==> config.mk <==
export PLATFORM = sky130hd
export DESIGN_NAME = adder_nbit_ahead_pipe
export DESIGN_NICKNAME = d
export VERILOG_FILES = /design/src/rtl/adder_nbit_ahead_pipe.sv
export SDC_FILE = /design/constraint.sdc
export NUM_CORES = 1
export LEC_CHECK = 0
export BUFFER_PORTS_ARGS = -buffer_cell sky130_fd_sc_hd__buf_2
export CAP_MARGIN = 15
export CELL_PAD_IN_SITES_DETAIL_PLACEMENT = 1
export CELL_PAD_IN_SITES_GLOBAL_PLACEMENT = 1
export CORE_ASPECT_RATIO = 2
export CORE_MARGIN = 5
export CORE_UTILIZATION = 53
export CTS_BUF_LIST = sky130_fd_sc_hd__clkbuf_8
export CTS_CLUSTER_DIAMETER = 200
export DETAILED_ROUTE_END_ITERATION = 10
export GPL_TIMING_DRIVEN = 0
export HOLD_SLACK_MARGIN = 0.12
export PLACE_DENSITY = 0.92
export SYNTH_ARGS = -nofsm -noshare
export SYNTH_HDL_FRONTEND = slang
export SYNTH_SLANG_ARGS = --single-unit
==> constraint.sdc <==
create_clock -name i_clk -period 2.9 [get_ports i_clk]
set_input_delay 0.435 -clock i_clk [delete_from_list [all_inputs] [get_ports i_clk]]
set_output_delay 0.435 -clock i_clk [all_outputs]
set_load 0.01 [all_outputs]
==> src/rtl/adder_nbit_ahead_pipe.sv <==
// Pipelined carry-lookahead adder with elastic valid/ready stages.
// Define ADDER_NBIT_OVF_EN to add the o_ovf signed-overflow output.

module adder_nbit_ahead_pipe #(
    parameter int DATA_W      = 16,
    parameter int GRP_PER_STG = 1
) (
    input  logic              i_clk,
    input  logic              i_rst_n,
    input  logic              i_valid,
    output logic              o_ready,
    input  logic [DATA_W-1:0] i_num_a,
    input  logic [DATA_W-1:0] i_num_b,
    input  logic              i_cry,
    output logic              o_valid,
    input  logic              i_ready,
    output logic [DATA_W-1:0] o_res,
`ifdef ADDER_NBIT_OVF_EN
    output logic              o_cry,
    output logic              o_ovf
`else
    output logic              o_cry
`endif
);

    localparam int SW     = 4 * GRP_PER_STG;
    localparam int STAGES = DATA_W / SW;

    if (GRP_PER_STG < 1 || DATA_W < SW || DATA_W % SW != 0) begin : g_bad_cfg
        $error("DATA_W must be a non-zero multiple of 4*GRP_PER_STG");
    end

    // One stage slice: bit G/P, 4-bit group lookahead, group G/P second level.
    function automatic logic [SW:0] slice_add(
        input logic [SW-1:0] a,
        input logic [SW-1:0] b,
        input logic          ci
    );
        logic [SW-1:0]          g, p, c;
        logic [GRP_PER_STG-1:0] gg, gp;
        logic [GRP_PER_STG:0]   gc;
        logic                   t;
        g = a & b;
        p = a ^ b;
        for (int j = 0; j < GRP_PER_STG; j++) begin
            gg[j] = g[4*j+3]
                  | (p[4*j+3] & g[4*j+2])
                  | (p[4*j+3] & p[4*j+2] & g[4*j+1])
                  | (p[4*j+3] & p[4*j+2] & p[4*j+1] & g[4*j]);
            gp[j] = &p[4*j +: 4];
        end
        gc[0] = ci;
        for (int j = 1; j <= GRP_PER_STG; j++) begin
            gc[j] = 1'b0;
            for (int i = 0; i < j; i++) begin
                t = gg[i];
                for (int m = i + 1; m < j; m++) t = t & gp[m];
                gc[j] = gc[j] | t;
            end
            t = ci;
            for (int m = 0; m < j; m++) t = t & gp[m];
            gc[j] = gc[j] | t;
        end
        for (int j = 0; j < GRP_PER_STG; j++) begin
            c[4*j]   = gc[j];
            c[4*j+1] = g[4*j] | (p[4*j] & gc[j]);
            c[4*j+2] = g[4*j+1]
                     | (p[4*j+1] & g[4*j])
                     | (p[4*j+1] & p[4*j] & gc[j]);
            c[4*j+3] = g[4*j+2]
                     | (p[4*j+2] & g[4*j+1])
                     | (p[4*j+2] & p[4*j+1] & g[4*j])
                     | (p[4*j+2] & p[4*j+1] & p[4*j] & gc[j]);
        end
        return {gc[GRP_PER_STG], p ^ c};
    endfunction

    for (genvar k = 0; k < STAGES; k++) begin : stg
        localparam int LO  = SW * k;
        localparam int REM = DATA_W - LO;

        logic [REM-1:0]   a_in, b_in;
        logic             c_in, v_in;
        logic             rdy, rdy_dn;
        logic [LO+SW-1:0] s_nxt;
        logic [SW:0]      r;
        logic             v_q, c_q;
        logic [LO+SW-1:0] s_q;

        if (k == 0) begin : g_src
            assign a_in  = i_num_a;
            assign b_in  = i_num_b;
            assign c_in  = i_cry;
            assign v_in  = i_valid;
            assign s_nxt = r[SW-1:0];
        end else begin : g_src
            assign a_in  = stg[k-1].g_ops.a_q;
            assign b_in  = stg[k-1].g_ops.b_q;
            assign c_in  = stg[k-1].c_q;
            assign v_in  = stg[k-1].v_q;
            assign s_nxt = {r[SW-1:0], stg[k-1].s_q};
        end

        if (k == STAGES - 1) begin : g_dn
            assign rdy_dn = i_ready;
        end else begin : g_dn
            assign rdy_dn = stg[k+1].rdy;
        end

        assign r   = slice_add(a_in[SW-1:0], b_in[SW-1:0], c_in);
        assign rdy = ~v_q | rdy_dn;

        // Stage register: advance when empty or drained; data moves only with valid.
        always_ff @(posedge i_clk or negedge i_rst_n) begin
            if (!i_rst_n) begin
                v_q <= 1'b0;
                c_q <= 1'b0;
                s_q <= '0;
            end else if (rdy) begin
                v_q <= v_in;
                if (v_in) begin
                    c_q <= r[SW];
                    s_q <= s_nxt;
                end
            end
        end

        if (k < STAGES - 1) begin : g_ops
            logic [REM-SW-1:0] a_q, b_q;

            // Operand bits still waiting for their slice.
            always_ff @(posedge i_clk or negedge i_rst_n) begin
                if (!i_rst_n) begin
                    a_q <= '0;
                    b_q <= '0;
                end else if (rdy && v_in) begin
                    a_q <= a_in[REM-1:SW];
                    b_q <= b_in[REM-1:SW];
                end
            end
        end

`ifdef ADDER_NBIT_OVF_EN
        if (k == STAGES - 1) begin : g_ovf
            logic ovf_q;

            // Overflow: operands agree in sign, result sign differs.
            always_ff @(posedge i_clk or negedge i_rst_n) begin
                if (!i_rst_n) begin
                    ovf_q <= 1'b0;
                end else if (rdy && v_in) begin
                    ovf_q <= (a_in[SW-1] == b_in[SW-1])
                          && (r[SW-1] != a_in[SW-1]);
                end
            end
        end
`endif
    end

    assign o_ready = stg[0].rdy;
    assign o_valid = stg[STAGES-1].v_q;
    assign o_res   = stg[STAGES-1].s_q;
    assign o_cry   = stg[STAGES-1].c_q;
`ifdef ADDER_NBIT_OVF_EN
    assign o_ovf   = stg[STAGES-1].g_ovf.ovf_q;
`endif

endmodule

Word-level counts from Yosys, hierarchy flattened
Index checks and enable logic that the tools add are counted.
- RAM bits: 0
- output and inout bits: 19
- flip-flop bits (word level): 96
- bits in read-only memories: 0
- word-level logic and storage cells: 149
- latch bits: 0
- input port bits: 37
- memories: 0
- $add $sub $neg: 0
- shifts and indexed selects: 0
- eq/ne operators: 0
- multiply operators: 0
- reductions and logical operators: 11
- muxes and demuxes: 0
- bitwise gates (word level): 120
- div/mod/pow operators: 0
- $lt $le $gt $ge: 0
- operators with widths (operator ; number):
    1-bit bitwise AND ; 60
    1-bit bitwise OR ; 44
    4-bit bitwise XOR ; 8
    4-bit bitwise AND ; 4
    4-bit AND reduction ; 4
    2-bit AND reduction ; 4
    1-bit NOT ; 4
    1-bit logical AND ; 3

Depth between registers and ports, before layout
- depth after elaboration: 6
- mapped depth: 5
- gate-level depth less buffers: 5

Least setup slack after synthesis
OpenSTA, ideal clock, no wires.
- kind: input port to flip-flop
- from: input port i_ready
- to: register stg[0].g_ops.a_q[0]
- stages: 4
- setup time: 0.125 ns
- data arrival time: 1.370 ns
- path slack: 1.405 ns
- path buffers: 1
- required time: 2.775 ns
- path through: nand4b_4 o21ai_4 buf_12 mux2_4
- cells in the longest elaborated chain, start to end: 5
- ends and longest elaborated chain (element ; RTL line ; RTL):
    from (decl) ; 16 ; input logic i_ready,
    1-bit bitwise OR (4 in series) ; 111 ; assign rdy = ~v_q | rdy_dn;
    1-bit logical AND ; 136 ; end else if (rdy && v_in) begin
    to (signal assigned) ; 137 ; a_q <= a_in[REM-1:SW];
    to (decl) ; 129 ; logic [REM-SW-1:0] a_q, b_q;
No other way between the ends.
A chain may end at the register's enable or synchronous reset.

Worst setup path after layout
- from: register stg[2].v_q
- to: output port o_ready
- cells in the longest elaborated chain, start to end: 4
- ends and longest elaborated chain (element ; RTL line ; RTL):
    from (decl) ; 87 ; logic v_q, c_q;
    from (signal assigned) ; 120 ; v_q <= v_in;
    1-bit NOT ; 111 ;
    1-bit bitwise OR (3 in series) ; 111 ;
    to (decl) ; 11 ; output logic o_ready,
No other way between the ends.

==> flow_metrics.tcl <==
set metrics [dict create \
    postCtsSetupRepairBufs 0 \
    detail_route.first_pass.iterations 4 \
    fin_crit_sh 0.651 \
    number_of_max_slew_violations_in_the_final_report 0 \
    synth_edf_count 0 \
    worst_setup_path_end_kind "output pin" \
    cts_inserted_buffers 9 \
    slew-limit-headroom 0.723 \
    postRouteAntennaNets 0 \
    power-per-cell-area_nw_per_um2 920 \
    floorplan.die.height_um 136 \
    first_pass_grt_wire_length_um 16000 \
    worst-r2r-cell-count 5 \
    final_cell_utilization_of_the_core 0.622 \
    cp.required_ns 2.47 \
    mux_cell_area_share_after_synthesis 0.210 \
    cts.reportedPaths.clkPinSlew_ns 0.09 \
    clockBufferDepth 2 \
    wirelength_um 9690 \
    worstPathMaxFanout 5 \
    globalRouteTotalUtil 0.220 \
    drt-wirelength-per-cell_um 20.9 \
    finalNetCount 421 \
    synthDominantAreaCellType "dfrtp_1" \
    route.vias.total 2523 \
    syn-instance-count 296 \
    ys.flop_type "dfrtp_1" \
    cts_root_buf "clkbuf_8" \
    worstHoldPathType "primary input to register" \
    io-pin-count 56 \
    area_growth_pct 16.0 \
    asyncSetResetFlopFracSynth 1.00 \
    fin_worst_skew_ns 0.00886 \
    antenna_found_initial 0 \
    hold_path_depth 2 \
    die_x_um 73.1 \
    unrepaired_setup_endpoints_after_global_routing "false" \
    max_slew.worst_pin.slew_ns 0.413 \
    maxCapViolations 0 \
    post_cts_resized 0 \
    synth-simple-area-share 0.0358 \
    area_of_the_multi_input_gates_um2 1690 \
    rows 46 \
    grt_start_max_net_pins 76 \
    synth.ff_latch_count 96 \
    post_synth_num_cell_types 25 \
    cts.sink_count 96 \
    holdPathEnd "stg[0].g_ops.b_q[1]" \
    reg2reg_end "stg[1].c_q" \
    yosys.area.top_type_share 0.568 \
    dpl.hpwl_um 7290 \
    syn-mean-instance-area_um2 14.3 \
    min_from "i_num_b[5]" \
    cts_tree "done" \
    setup_violations 0 \
    first_drt_iteration_drcs 65 \
    drc 0 \
    via_count_of_the_first_global_routing_pass 2968 \
    synth_compound_gate_area_share 0.0625 \
    ys_seq_area_frac 0.568 \
    setup.reg_to_reg.worst_slack_ns 1.09 \
    worstSkewPairLatency_ns 0.37 \
    count_of_warnings_emitted_by_yosys 0 \
    drive_gt1_frac 0.427 \
    regArea_um2 2400 \
    peakVddDrop_v 0.000481 \
    power.static_leakage_nw 2.35 \
    yosys.area_share.adder 0.0663 \
    maximum_level_of_the_cts_h_tree 3 \
    post_synth_xor_area_fraction 0.0249 \
    mappedNetlistArea_um2 4230 \
    final_wtd_congestion 0.777 \
    regToRegStartpoint "stg[0].g_ops.a_q[0]" \
    fin_tns_setup_ns 0 \
    cts.hold.buffers_added 1 \
    design.die.area_um2 9970 \
    time_the_worst_path_needs_with_i_o_delays_and_setup_ns 1.89 \
    critical_path_class "register to output pin" \
    crit_path_start_kind "register" \
    core_area_um2 7890 \
    globalRoute.totalOverflow 0 \
    antenna_cells 0 \
    largest_family_of_logic_cells_by_synthesized_area "multiplexers" \
    hold_violations 0 \
    status "finished clean" \
    buffer_ports.inserted 55 \
    crit_arrival_ns 1.45 \
    n_fill_cell 785 \
    synth_area_leaders "dfrtp_1 (57%), mux2_2 (14%), mux2_4 (7.1%)" \
    via_per_instance_ratio 5.44 \
    floorplan.initialDensity 0.536 \
    achievable-frequency_mhz 530 \
    synthesis.nets 353 \
]
==> flip-flops by register name (all words and copies together), names as in the netlist <==
register	flops
o_res	16
stg.v_q	3
stg.s_q	24
o_valid	1
stg.c_q	3
o_cry	1
stg.g_ops.a_q	24
stg.g_ops.b_q	24
==> critical path, cell delays in order, from the launching register on <==
cell,delay [ns]
dfrtp_1,0.46
nand4b_4,0.16
or2_2,0.32
buf_2,0.15
==> synthesized netlist by cell type, drive strengths merged, types with 3 or more instances <==
cell and instances:
ha 16, o21bai 4, xnor2 5, fa 4
a211oi 8, nor2 3, inv 13, mux2 72
o21ai 21, xor2 7, dfrtp 96, a21o 3
nand2 20, a21oi 7, nand2b 4, buf 10
==> how the worst max path moves through the flow <==
stage,start,to,slack [ns],cells past startpoint
floorplan,i_ready,stg[0].g_ops.a_q[0],1.41,4
global placement,i_rst_n,o_res[8],0.53,1
detailed placement,stg[0].g_ops.a_q[0],stg[1].c_q,1.08,5
CTS,stg[2].v_q,o_ready,0.99,3
global route,stg[2].v_q,o_ready,0.93,3
finish,stg[2].v_q,o_ready,1.01,3
==> per-layer routing <==
layer | part of all wire | global-route usage | vias to the layer above
met5 | 0 | 0 | -
met4 | 0.027 | 0.0842 | 0
met3 | 0.030 | 0.0400 | 20
met2 | 0.58 | 0.407 | 46
met1 | 0.37 | 0.240 | 1298
li1 | - | - | 1159
==> cell usage in the layout (no fill, tap or decap), types with 2 or more instances in the layout <==
master	synthesis	layout
ha_1	16	16
nand2_1	19	19
a21o_1	3	3
buf_2	6	60
o21bai_1	4	4
xor2_1	7	7
inv_1	13	13
o21ai_0	20	20
mux2_4	20	20
xnor2_1	5	5
buf_12	2	2
buf_4	1	2
fa_1	4	4
a21oi_1	7	7
a211oi_1	8	8
clkbuf_8	0	10
clkinvlp_4	0	2
bufinv_16	0	3
mux2_2	52	52
nand2b_1	4	4
nor2_1	3	3
dfrtp_1	96	96
==> final cells by class <==
type	count	share of cell area
flip-flops and latches	96	0.490
repair buffers	57	0.0643
multi-input cells	177	0.344
plain buffers	10	0.0181
clock buffers	10	0.0281
well taps	96	0.0245
clock inverters	5	0.0214
inverters	13	0.00995
==> metrics by stage <==
step	total power, mW	worst slack [ns]	area [um2]	hold slack, ns	std cells
2_1_floorplan	2.95	1.41	4230	0.139	296
3_5_place_dp	3.50	1.08	4650	0.356	448
3_3_place_gp	3.28	0.528	4620	0.459	447
4_1_cts	4.56	0.988	4900	0.284	464
6_report	4.51	1.01	4900	0.294	464
5_1_grt	4.80	0.934	4900	0.276	464
==> report_power, final <==
| part | internal, mW | switching (mW) |
|---|---|---|
| clock | 0.591 | 0.454 |
| sequential | 1.78 | 0.288 |
| combinational | 0.710 | 0.685 |
==> cell families after synthesis <==
kind of cell,count (synthesis)
DFF,96
muxes,72
AOI/OAI and AO/OA,43
and+or+nand+nor,30
buffers and inverters,23
adders and majority gates,20
xor gates and xnor gates,12
No activity file was read; power rests on OpenSTA's default activity.
